==> src/rtl/sdram_bus_pkg.sv <==
// Shared constants and types for the SDRAMBus client arbiter.
package sdram_bus_pkg;

  localparam int SDRAM_ADDR_W = 23;
  localparam int SDRAM_DATA_W = 32;

  localparam int PRIO_RR    = 0;
  localparam int PRIO_FIXED = 1;

  typedef enum logic {
    ARB_IDLE = 1'b0,
    ARB_BUSY = 1'b1
  } arb_state_t;

endpackage

==> src/rtl/rr_picker.sv <==
// Combinational winner search over a doubled request vector, starting at rr_ptr
// (or at 0 in fixed-priority mode) and wrapping modulo N.
module rr_picker
  import sdram_bus_pkg::*;
#(
  parameter int N  = 5,
  parameter int IW = (N > 1) ? $clog2(N) : 1
) (
  input  logic [N-1:0]  req,
  input  logic [IW-1:0] rr_ptr,
  input  logic          mode,
  output logic [IW-1:0] winner,
  output logic          valid
);

  logic [2*N-1:0] dbl;
  logic [IW-1:0]  start;

  always_comb begin
    dbl    = {req, req};
    start  = (mode == 1'(PRIO_FIXED)) ? '0 : rr_ptr;
    winner = '0;
    valid  = 1'b0;
    // Scan downwards so the lowest position inside the window is the last write.
    for (int j = 2*N-1; j >= 0; j--) begin
      if (dbl[j] && (j >= int'(start)) && (j < int'(start) + N)) begin
        winner = (j >= N) ? IW'(j - N) : IW'(j);
        valid  = 1'b1;
      end
    end
  end

endmodule

==> src/rtl/sdram_arbiter.sv <==
// N-client arbiter in front of SDRAMBus: grants one client, latches its command
// until sdram_finished, and routes the completion pulse back to that client.
module sdram_arbiter
  import sdram_bus_pkg::*;
#(
  parameter  int NUM_CLIENTS = 5,
  parameter  int ADDR_W      = SDRAM_ADDR_W,
  parameter  int DATA_W      = SDRAM_DATA_W,
  parameter  int PRIO_MODE   = PRIO_RR,
  localparam int IW          = (NUM_CLIENTS > 1) ? $clog2(NUM_CLIENTS) : 1
) (
  input  logic                          i_clk,
  input  logic                          i_rst,
  input  logic [NUM_CLIENTS-1:0]        client_read,
  input  logic [NUM_CLIENTS-1:0]        client_write,
  input  logic [NUM_CLIENTS*ADDR_W-1:0] client_addr,
  input  logic [NUM_CLIENTS*DATA_W-1:0] client_writedata,
  output logic [DATA_W-1:0]             client_readdata,
  output logic [NUM_CLIENTS-1:0]        client_finished,
  output logic                          sdram_read,
  output logic                          sdram_write,
  output logic [ADDR_W-1:0]             sdram_addr,
  output logic [DATA_W-1:0]             sdram_writedata,
  input  logic [DATA_W-1:0]             sdram_readdata,
  input  logic                          sdram_finished,
  output logic [IW-1:0]                 grant_id,
  output logic                          busy,
  output logic                          cmd_conflict
);

  // Handshake: a client holds read/write until it sees its client_finished bit;
  // the SDRAMBus side sees a stable command from grant until sdram_finished.
  localparam logic [IW-1:0] LAST_ID    = IW'(NUM_CLIENTS - 1);
  localparam logic          MODE_FIXED = (PRIO_MODE == PRIO_RR) ? 1'b0 : 1'b1;

  arb_state_t        state_q, state_d;
  logic              read_q, read_d;
  logic              write_q, write_d;
  logic              conflict_q, conflict_d;
  logic [ADDR_W-1:0] addr_q, addr_d;
  logic [DATA_W-1:0] wdata_q, wdata_d;
  logic [IW-1:0]     grant_q, grant_d;
  logic [IW-1:0]     rr_ptr_q, rr_ptr_d;

  logic [NUM_CLIENTS-1:0] req;
  logic [IW-1:0]          winner;
  logic                   win_valid;

  assign req = client_read | client_write;

  rr_picker #(
    .N  (NUM_CLIENTS),
    .IW (IW)
  ) u_picker (
    .req    (req),
    .rr_ptr (rr_ptr_q),
    .mode   (MODE_FIXED),
    .winner (winner),
    .valid  (win_valid)
  );

  always_comb begin
    state_d    = state_q;
    read_d     = read_q;
    write_d    = write_q;
    conflict_d = conflict_q;
    addr_d     = addr_q;
    wdata_d    = wdata_q;
    grant_d    = grant_q;
    rr_ptr_d   = rr_ptr_q;
    case (state_q)
      ARB_IDLE: begin
        if (win_valid) begin
          state_d    = ARB_BUSY;
          // Write wins when a client raises both; the conflict is remembered.
          write_d    = client_write[winner];
          read_d     = client_read[winner] & ~client_write[winner];
          conflict_d = conflict_q | (client_read[winner] & client_write[winner]);
          addr_d     = client_addr[winner*ADDR_W +: ADDR_W];
          wdata_d    = client_writedata[winner*DATA_W +: DATA_W];
          grant_d    = winner;
          rr_ptr_d   = (winner == LAST_ID) ? '0 : winner + 1'b1;
        end
      end
      ARB_BUSY: begin
        if (sdram_finished) begin
          state_d = ARB_IDLE;
          read_d  = 1'b0;
          write_d = 1'b0;
        end
      end
      default: state_d = ARB_IDLE;
    endcase
  end

  always_ff @(posedge i_clk) begin
    if (i_rst) begin
      state_q    <= ARB_IDLE;
      read_q     <= 1'b0;
      write_q    <= 1'b0;
      conflict_q <= 1'b0;
      addr_q     <= '0;
      wdata_q    <= '0;
      grant_q    <= '0;
      rr_ptr_q   <= '0;
    end else begin
      state_q    <= state_d;
      read_q     <= read_d;
      write_q    <= write_d;
      conflict_q <= conflict_d;
      addr_q     <= addr_d;
      wdata_q    <= wdata_d;
      grant_q    <= grant_d;
      rr_ptr_q   <= rr_ptr_d;
    end
  end

  always_comb begin
    client_finished = '0;
    if ((state_q == ARB_BUSY) && sdram_finished) client_finished[grant_q] = 1'b1;
  end

  assign client_readdata = sdram_readdata;
  assign sdram_read      = read_q;
  assign sdram_write     = write_q;
  assign sdram_addr      = addr_q;
  assign sdram_writedata = wdata_q;
  assign grant_id        = grant_q;
  assign busy            = (state_q == ARB_BUSY);
  assign cmd_conflict    = conflict_q;

endmodule

==> config.mk <==
export PLATFORM = sky130hd
export DESIGN_NAME = sdram_arbiter
export DESIGN_NICKNAME = d
export VERILOG_FILES = /design/src/rtl/sdram_bus_pkg.sv /design/src/rtl/rr_picker.sv /design/src/rtl/sdram_arbiter.sv
export SDC_FILE = /design/constraint.sdc
export NUM_CORES = 1
export LEC_CHECK = 0
export ABC_AREA = 1
export CORE_AREA = 5 5 158 160
export DETAILED_ROUTE_END_ITERATION = 12
export DIE_AREA = 0 0 163 165
export PLACE_DENSITY = 0.67
export REMOVE_ABC_BUFFERS = 1
export SLEW_MARGIN = 5
export SYNTH_ARGS = -nofsm -noshare
export SYNTH_HDL_FRONTEND = slang
export SYNTH_SLANG_ARGS = --single-unit
==> constraint.sdc <==
create_clock -name i_clk -period 6.6 [get_ports i_clk]
set_input_delay 0.66 -clock i_clk [delete_from_list [all_inputs] [get_ports i_clk]]
set_output_delay 0.66 -clock i_clk [all_outputs]
set_load 0.005 [all_outputs]
# Word level (Yosys, flattened, before mapping)
# Cells that the tools add are included.
# classes
addsub,2
multipliers,1
magnitude_cmp,20
n_eq_ne,3
shifts,2
mux,36
bitwise_logic,6
n_reduce_logical,21
# ops
operator,count
variable part select 160 x 9 -> 32 bit,1
"less-than comparator 4 x 32 -> 1 bit, first input constant",4
variable part select 115 x 9 -> 23 bit,1
"less-than comparator 3 x 32 -> 1 bit, first input constant",2
"less-than comparator 5 x 32 -> 1 bit, first input constant",2
two-way mux 3 bit,11
"less-than comparator 1 x 32 -> 1 bit, first input constant",1
"less-than comparator 2 x 32 -> 1 bit, first input constant",1
logical AND 1 bit,19
two-way mux 1 bit,18
">= comparator 3 bit, first input constant",3
"less-than comparator 3 x 4 -> 1 bit, second input constant",2
"multiplier 3 x 5 -> 8 bit, second input constant",1
binary-select mux 1 bit (select 3 bit),2
">= comparator 1 x 3 -> 1 bit, first input constant",2
">= comparator 2 x 3 -> 1 bit, first input constant",2
one-hot mux 1 bit (2 select lines),3
two-way mux 5 bit,1
OR 5 bit,1
"adder 3 x 3 -> 4 bit, second input constant",1
AND reduction 2 bit,2
"adder 3 x 1 -> 3 bit, second input constant",1
demux 1 bit (select 3 bit),1
"== test 3 bit, second input constant",1
6 further kinds,8
# word_totals
register_bits,65
input_bits,320
elab_cells,99

# Depth between registers and ports, before layout
# logic_depth
word_depth,19
mapped_depth,21
mapped_depth_nobuf,19

# Hierarchy
# From an unflattened synthesis, not the netlist that was laid out.
# hier_totals
cells_unflattened,800
hier_area_um2,4901.0
# modules_own_cells
module,instances,cells_per_inst,area_per_inst_um2,seq_area_each_um2
sdram_arbiter,1,719,4491.8,1301.2
rr_picker,1,81,409.1,0.0

# Worst setup path before layout
# OpenSTA, ideal clock, no wires.
# synth_timing
kind,input port to flip-flop
start,in client_read[4]
end,reg rr_ptr_q[2]
arrival_ps,2358
required_ps,6530
setup_slack_ps,4171
path_stages,15
path_buffers,2
path_cell_list,or2_2 nand2_1 nor2_2 nor2_1 nand2_1 nand2_1 nand2_1 nand2_2 nand2_2 buf_6 buf_2 ha_1 a21oi_1 nand2_1 a21oi_1
# synth_between
elab_chain_len,14
elab_cells_between_ends,28
# synth_lines
element,line_no,source
from (decl),sdram_arbiter.sv:14,"input logic [NUM_CLIENTS-1:0] client_read,"
OR 5 bit *,sdram_arbiter.sv:49,assign req = client_read | client_write;
logical AND 1 bit,rr_picker.sv:26,if (dbl[j] && (j >= int'(start)) && (j < int'(start) + N)) begin
two-way mux 3 bit (10 in series),rr_picker.sv:26,
adder 3 x 1 -> 3 bit or == test 3 bit (tied branches),sdram_arbiter.sv:82,rr_ptr_d = (winner == LAST_ID) ? '0 : winner + 1'b1;
two-way mux 3 bit,sdram_arbiter.sv:82,
to (signal assigned),sdram_arbiter.sv:114,rr_ptr_q <= rr_ptr_d;
to (decl),sdram_arbiter.sv:43,"logic [IW-1:0] rr_ptr_q, rr_ptr_d;"
# Mark *: on every way between the ends. The rest lies on a longest branch, timed or not.
# A chain may end at the register's enable or synchronous reset.

# Worst setup path after layout
# Same ends and word-level chain as after synthesis.

==> metrics.md <==
| Metric | Value |
|---|---|
| Worst Setup End Kind | flip-flop |
| Port Buffer Count | roughly 350 |
| RSZ-0062 raised after global routing | false |
| Worst path required time | 6.86 ns |
| Initial antenna violation count | 0 |
| HPWL after detailed placement | 19.3 mm |
| Relative slew margins | 25.8% |
| Worst-path fanout max | 86 |
| WP data arrival | 4.16 ns |
| Max Cap Violations | 0 |
| Reg clk slew, reported paths | 0.06 ns |
| Grt total ovfl | 0 |
| Fmax | 256 MHz |
| Hold_sp | sdram_addr[7] |
| Final wirelength | around 26 mm |
| IO Count | 419 |
| Worst Clk Skew | 0.0102 ns |
| Commonest non-fill, non-tap cell in the layout | nand2_1 |
| Synth area leaders | nand2_1, dfxtp_1, a21oi_1 |
| Netlist cell types | 31 |
| GP Congestion | 0.831 |
| Clock Sinks | 65 |
| Minimum clock period | between 3 and 4 ns |
| H-tree levels | 3 |
| Wire per inst | 15.7 um |
| Commonest cells after routing, fill and taps aside | nand2_1, clkdlybuf4s50_1, inv_1 |
| VDD IR max | ~0.000095 V |
| PD cells | 187 nW/um2 |
| Chip width | 163 um |
| Die extent in y | 165 um |
| Syn Std Cell Area | around 5700 um2 |
| Post-Layout Cell Count | between 1.5k and 2k |
| CTS Buffer Depth | 2 |
| Diodes inserted | 0 |
| Post-CTS sizing | 0 |
| Initial Util | 24.7% |
| Fill count | 2582 |
| Final setup viols | 0 |
| Post-CTS Setup Bufs | 0 |
| Clock tree from TritonCTS | built |
| Root buffer cell | clkbuf_16 |
| Hold depth | 2 |
| Die area | about 27000 um2 |
| Synthesized flop and latch total | 65 |
| First-pass GRT wire length | 37.3 mm |
| Top cell type's share of synthesized area | 24.5% |
| Net count reported at finish | between 1.5k and 2k |
| Crit start category | input port |
| Layout Area Growth over Synthesis | 63.4% |
| Vias per cell | 4.49 |
| Yosys warnings | 0 |
| Hold Path Sink | sdram_addr[7] |
| FF-to-FF End | sdram_writedata[17] |
| Slew Limit Fails | 0 |
| CTS buffer count | 9 |
| Worst R2R Start | rr_ptr_q[1] |
| Pre-antenna DRT Iters | 7 |
| Final Hold Viols | 0 |
| Status | finished clean |
| Setup_tns | 0 ns |
| Core ar. | roughly 23000 um2 |
| Synth Instances | between 1k and 1.5k |
| Final critical-path share of the clock period | between 50% and 60% |
| Dpl cells | roughly 1.6k |
| Area leader, netlist | nand2_1 |
| Number of global-route vias before repair | 6829 |
| Sequential area share after synthesis | 22.7% |
| Synthesized area per cell | ~5.6 um2 |
| Layout cells sized above 1 | 3.45% |
| DR DRC count | 0 |
| DRT iter0 DRCs | 288 |
| Hold Path Class | reg2reg |
| Routed Antenna Nets | 0 |
| Lkg Pwr | 4.26 nW |
| Worst-margin pin slew | 1.11 ns |
| Worst-skew pair later-pin latency | 0.33 ns |
| CP Class | in2reg |
| Largest net degree at the start of global routing | 90 |
| # hold bufs at CTS | 0 |
| Row count | 56 |
| Vias post-DR | between 7k and 8k |
| Reg2reg path depth | 17 |
| Global Route Usage Sum | roughly 18% |
| Reg-to-reg slack, setup | 2.75 ns |
## Yosys cell counts
master     number
and3_1          1
nor2_1         18
nand3_2         3
nand3_1        70
buf_6           8
o211ai_1        2
o2111ai_1       1
a21oi_1       123
buf_1           1
nand2_1       374
dfxtp_1        65
clkbuf_1       21
nand3_4         1
nor3b_1         1
nor2_2          2
nand2_4         1
xor2_1          1
nor3_4          1
or2_2           2
o21ai_2         1
inv_1         127
o21ai_4         1
clkbuf_2        1
inv_2           7
o21ai_1        79
nand2_2         5
nor3_1          5
buf_2          28
buf_4          40
ha_1            7
o21ai_0        34
## through the flow
stage	hold slack (ns)	setup WS (ns)	instance area, um2	total power [W]	utilization, %
detailed placement	0.451	2.34	9130	0.00134	39.2
global placement	0.440	2.39	9130	0.00134	39.2
floorplan	0.441	2.19	5120	0.000915	-
CTS	0.464	2.69	9380	0.00179	40.3
global route	0.478	2.35	9380	0.00190	40.3
finish	0.460	2.70	9380	0.00176	40.3
## worst max-delay path, cell delays in order
cell             delay, ns
clkdlybuf4s50_1       0.42
or2_2                 0.33
nand2_1               0.09
nor2_2                0.05
nor2_1                0.12
nand2_1               0.06
nand2_1               0.06
nand2_1               0.06
nand2_2               0.12
nand2_4               0.44
inv_2                 1.02
ha_1                  0.31
xor2_1                0.15
nand2_1               0.06
a21oi_1               0.11
## flip-flops by register name, summed over array words and instances (netlist names)
register         count
busy                 1
cmd_conflict         1
grant_id             3
rr_ptr_q             3
sdram_addr          23
sdram_read           1
sdram_write          1
sdram_writedata     32
## kinds of logic after synthesis
group           after synthesis  share of synthesized area (%)
fa+ha+maj                     7                           1.53
compound gates              241                           21.4
xor+xnor                      1                          0.153
flops                        65                           22.7
buf+inv                     233                           19.5
simple gates                484                           34.7
## how the worst max path moves through the flow
stage | start | to | slack [ns]
after floorplan | rr_ptr_q[1] | rr_ptr_q[2] | 2.19
after global placement | client_read[0] | sdram_writedata[10] | 2.39
final | client_read[4] | rr_ptr_q[2] | 2.70
after CTS | client_read[4] | rr_ptr_q[2] | 2.69
after global routing | client_write[0] | sdram_writedata[15] | 2.35
after detailed placement | client_read[4] | rr_ptr_q[2] | 2.34
## cell type report
class                           instances  area (um2)  area share, %
Clock buffer                           10         229           2.44
Clock inverter                          4        22.5          0.240
Inverter                              134         503           5.36
Multi-Input combinational cell        733        3330           35.5
Sequential cell                        65        1300           13.9
Tap cell                              319         399           4.25
Timing Repair Buffer                  360        3600           38.3
## metal layers
layer  GRT usage, %  vias up  wire [um]
li1               -     3753          -
met1           21.4     3208      10600
met2           28.4      310      11700
met3           8.56       24       2860
met4           4.42        2        341
met5           3.60        -        115
## report_power, final
| part | internal [W] | switching, W |
|---|---|---|
| clock network | 0.000248 | 0.000180 |
| registers | 0.000453 | 0.0000343 |
| logic | 0.000416 | 0.000427 |
| total | 0.00112 | 0.000641 |
Power figures use the tool's default switching activity.
==> patch 1: new RTL, config.mk and constraints unchanged <==
Make the reset (`i_rst`) asynchronous in one clocked block.
--- a/src/rtl/sdram_arbiter.sv
+++ b/src/rtl/sdram_arbiter.sv
@@ -93,7 +93,7 @@
     endcase
   end
 
-  always_ff @(posedge i_clk) begin
+  always_ff @(posedge i_clk or posedge i_rst) begin
     if (i_rst) begin
       state_q    <= ARB_IDLE;
       read_q     <= 1'b0;
Behaviour: differs if i_rst is asserted again (counterexample within 4 cycles, from zero or initial values and one cycle with i_rst high); with i_rst held inactive, the same outputs for 4 cycles.
==> patch 1 against the unedited design <==
  * Setup slack better by 0.23 ns
  * Synthesized cell count fell by 18%
  * Count of clock-buffer cells in the layout rose by 2
  * Die area stayed put
  * Final area fell by 0.31%
  * Synthesized area shrank 0.98%
  * Utilization down 0.12 points
  * Clock skew increased by 0.00086 ns
  * Sequential cell count is the same
  * Wire length grew 2.7%
  * Highest routed layer unchanged
Power is not compared: it rests on default switching activity, and its combinational part moved more than twofold at a synthesized area within 25%.
==> patch 1: results (changes against the unedited design) <==
[worst_setup_path]
endpoint=sdram_writedata[6]$_DFFE_PP0P_
reg2reg_from=rr_ptr_q[1]$_DFFE_PP0P_
rrSetupSlack_ns=2.97  ; +0.22 ns
cp_max_fo=79  ; -8.1%

[grt]
grt_usage_pct=18.71  ; +0.89 points
grt_use_met1_pct=23.38  ; +2.0 points
grt_pass1_wl_um=39140  ; +4.9%
grt_pass1_vias=6802  ; -0.40%
grt_max_degree=91  ; +1.1%
gr-usage-met2_pct=29.49  ; +1.1 points
use_met3_pct=7.687  ; -0.87 points

[cells_and_area]
fillCellCount=2468  ; -4.4%
drive_gt1_share_pct=7.679  ; +4.2 points

[logic_synthesis]
synth-main-ff-cell=dfrtp_1
ys_top_cells_by_area=dfrtp_1 (29%), nand3_1 (19%), nand2_1 (16%)
ys_async_sr_fraction_pct=100.0  ; +100 points
seq_area_frac_synth_pct=28.62  ; +5.9 points
yosysUniqueCellTypes=33  ; +6.5%
syn-instance-count=848  ; -18%
synth_top_cells_by_count=nand2_1 (236), nand3_1 (213), inv_1 (70), dfrtp_1 (65), o211ai_2 (38)

[timing]
maxSlewHeadroom_pct=18.23  ; -7.6 points
finClkSkew_ns=0.01107  ; +0.0008602 ns
period_share_pct=55.62  ; -3.5 points
holdWs_ns=0.4619  ; +0.002036 ns

[placed_design]
place_inst=1437  ; -11%
dpl_cell_area_um2=9089  ; -0.45%
gp_congestion=0.9007  ; +8.4%
dp_slack_ns=2.626  ; +0.2875 ns
dp_hpwl_um=19880  ; +2.9%

[detailed_routing]
dr.first_iter.drc_count=377  ; +31%
wl_met3_um=2662  ; -7.1%
vias=6757  ; -7.4%
met1_length_um=10850  ; +2.8%

[min_path]
whs_endpoint=cmd_conflict$_DFFE_PP0P_

[power_and_ir_drop]
total_power_uw=4241

[status]
status=finished, final reports clean

patch 1: final cells by class:
cell class	count	area [µm²]	share of cell area [%]
Multi-Input combinational cell	612	3157	33.75
Timing Repair Buffer	362	3603	38.53
Clock buffer	12	246.5	2.635
Sequential cell	65	1627	17.39
Tap cell	319	399.1	4.268
Clock inverter	3	17.52	0.1873
Inverter	79	302.8	3.237
patch 1: worst max-delay path: stages:
cell and delay (ns):
clkdlybuf4s50_1 0.41, or2_2 0.33, nand2_2 0.10, nor2_4 0.05
nor2_2 0.12, nand2_1 0.06, nand2_1 0.05, nand2_1 0.06
nand2_2 0.12, nand2_4 0.07, inv_4 0.63, buf_4 0.67
nor2_1 0.09, o21ai_1 0.19, nand2_1 0.07, nand3_1 0.09
patch 1: logic make-up after synthesis:
kind of cell / synth area share (%)
AND/OR/NAND/NOR: 38.54
buffers and inverters: 15.98
AO/OA/AOI/OAI: 15.39
flip-flops: 28.62
adder cells (fa/ha/maj): 1.321
XOR/XNOR: 0.1541
==> patch 2: new RTL, same flow settings <==
Without the edit above. The package constant `SDRAM_ADDR_W` goes from 23 to 25.
--- a/src/rtl/sdram_bus_pkg.sv
+++ b/src/rtl/sdram_bus_pkg.sv
@@ -1,7 +1,7 @@
 // Shared constants and types for the SDRAMBus client arbiter.
 package sdram_bus_pkg;
 
-  localparam int SDRAM_ADDR_W = 23;
+  localparam int SDRAM_ADDR_W = 25;
   localparam int SDRAM_DATA_W = 32;
 
   localparam int PRIO_RR    = 0;
Ports: changed (resized client_addr and sdram_addr); port bits go from 419 to 431. No check against the original RTL was run, so the function may have changed too.
==> patch 2 against the unedited design <==
  * Combinational power up 2%
  * Synthesized area decreased by 9.7%
  * Sequential power increased by 4%
  * Setup slack improved by 0.14 ns
  * Sequential cell count grew 2
  * Wire length grew 5.8%
  * Total power grew 5.6%
  * Final area fell by 5.0%
==> patch 2: results (changes against the unedited design) <==
[timing]
finClkSkew_ns=0.007375  ; -0.002836 ns
worstMarginPinSlew_ns=0.9327  ; -0.1767 ns

[placed_design]
port_buffers=366  ; +3.4%
dp_hpwl_um=20740  ; +7.3%
gp_congestion=0.8492  ; +2.2%
dpl_cell_area_um2=8625  ; -5.5%

[detailed_routing]
via_per_inst=4.783  ; +6.5%
post_drt_wl_per_cell_um=19.47  ; +24%
drtPass1Iterations=5  ; -2
dr.first_iter.drc_count=264  ; -8.3%

[grt]
grt_antenna_before_repair=0  ; unchanged
grt_pass1_vias=6633  ; -2.9%
grt_pass1_wl_um=39000  ; +4.5%
grt_usage_pct=19.04  ; +1.2 points
grt_max_degree=71  ; -21%

[clock_network]
clock_latency_ns=0.33  ; about the same
cts.path.max_buffers=2  ; unchanged
cts_resized=0  ; unchanged
htreeDepth=3  ; unchanged
clk_pin_slew_ns=0.06  ; about the same
postCtsSetupBuffers=0  ; unchanged
cts_buffers=9  ; unchanged

[cells_and_area]
antenna_cells=0  ; unchanged
drive_gt1_share_pct=6.256  ; +2.8 points
nNetsFinal=1402  ; -14%

[status]
status=finished, final reports clean

[logic_synthesis]
seq_area_frac_synth_pct=25.87  ; +3.2 points
synth_top_cells_by_count=nor2_1 (131), nand2_1 (96), o21ai_0 (91), dfxtp_1 (67), a21oi_1 (66)
synth-main-ff-cell=dfxtp_1
ys_top_cells_by_area=dfxtp_1 (26%), nor2_1 (9.5%), o21ai_0 (8.8%)
yosysUniqueCellTypes=38  ; +23%
ys_async_sr_fraction_pct=0  ; unchanged

[power_and_ir_drop]
ir_drop_uv=108.4  ; +15%
p_leak_uw=0.003260  ; -24%
swShare_pct=36.08  ; -0.38 points

[min_path]
hold_path.class=flop to flop

[worst_setup_path]
cp_max_fo=65  ; -24%

## patch 2: layout make-up
type                       count  area (µm²)
multi-input combinational    591        3067
tap                          319       399.1
sequential                    67        1341
fill                        2508       14350
timing repair buffer         373        3724
clock inverter                 4       51.30
inverter                      24       93.84
clock buffer                  12       236.5
## patch 2: worst paths after layout
path / start / to / slack, ns / depth (start not counted)
min reg2reg: cmd_conflict$_SDFFE_PP0P_ / cmd_conflict$_SDFFE_PP0P_ / 0.46 / 2
min: cmd_conflict$_SDFFE_PP0P_ / cmd_conflict$_SDFFE_PP0P_ / 0.46 / 2
max: rr_ptr_q[1]$_SDFFE_PP0P_ / sdram_addr[10]$_SDFFE_PP0P_ / 2.84 / 17
max reg2reg: rr_ptr_q[1]$_SDFFE_PP0P_ / sdram_addr[10]$_SDFFE_PP0P_ / 2.84 / 17
## patch 2: kinds of logic (layout without fill, tap and decap cells)
| logic type | after synthesis | after routing | synth area share (%) |
|---|---|---|---|
| compound gates | 316 | 316 | 36.00 |
| simple gates | 268 | 268 | 21.43 |
| buf+inv | 121 | 413 | 15.08 |
| flops | 67 | 67 | 25.87 |
| fa+ha+maj | 6 | 6 | 1.448 |
| xor+xnor | 1 | 1 | 0.1689 |
## patch 2: metrics by stage
step	setup slack, ns	hold slack, ns	util, %	instances
floorplan	2.775	0.4405	-	682
global placement	2.428	0.4376	37.08	1374
detailed placement	2.448	0.4501	37.08	1374
CTS	2.767	0.4592	38.31	1390
global route	2.422	0.4904	38.31	1390
finish	2.839	0.4574	38.31	1390
## patch 2: critical path, stage by stage (launching register included)
cell and delay (ns):
dfxtp_1 0.49, ha_1 0.31, nor2_2 0.06, nand3_1 0.10, nand2_1 0.06, nor2_1 0.14
nor2_1 0.08, nand2_1 0.06, nand2_1 0.04, nand2_1 0.06, nand2_2 0.10, nand2_4 0.45
clkinv_2 0.73, buf_12 0.43, o21ai_0 0.21, o22ai_1 0.10, nand2_1 0.06, a21oi_1 0.06
## patch 2: per-layer routing
metal  up-vias  track usage [%]  wire, µm
li1       3261                -         -
met1      3059            23.45     11490
met2       302            30.21     12250
met3        25            8.385      2735
met4         2            4.727       464
met5         -            3.977       129
## patch 2: power by group through the flow
stage	registers, µW	logic, µW	clock network, µW
after global placement	511	860	0
after floorplan	515	396	0
after CTS	506	871	511
after global routing	514	951	525
final	505	861	490
after detailed placement	514	867	0
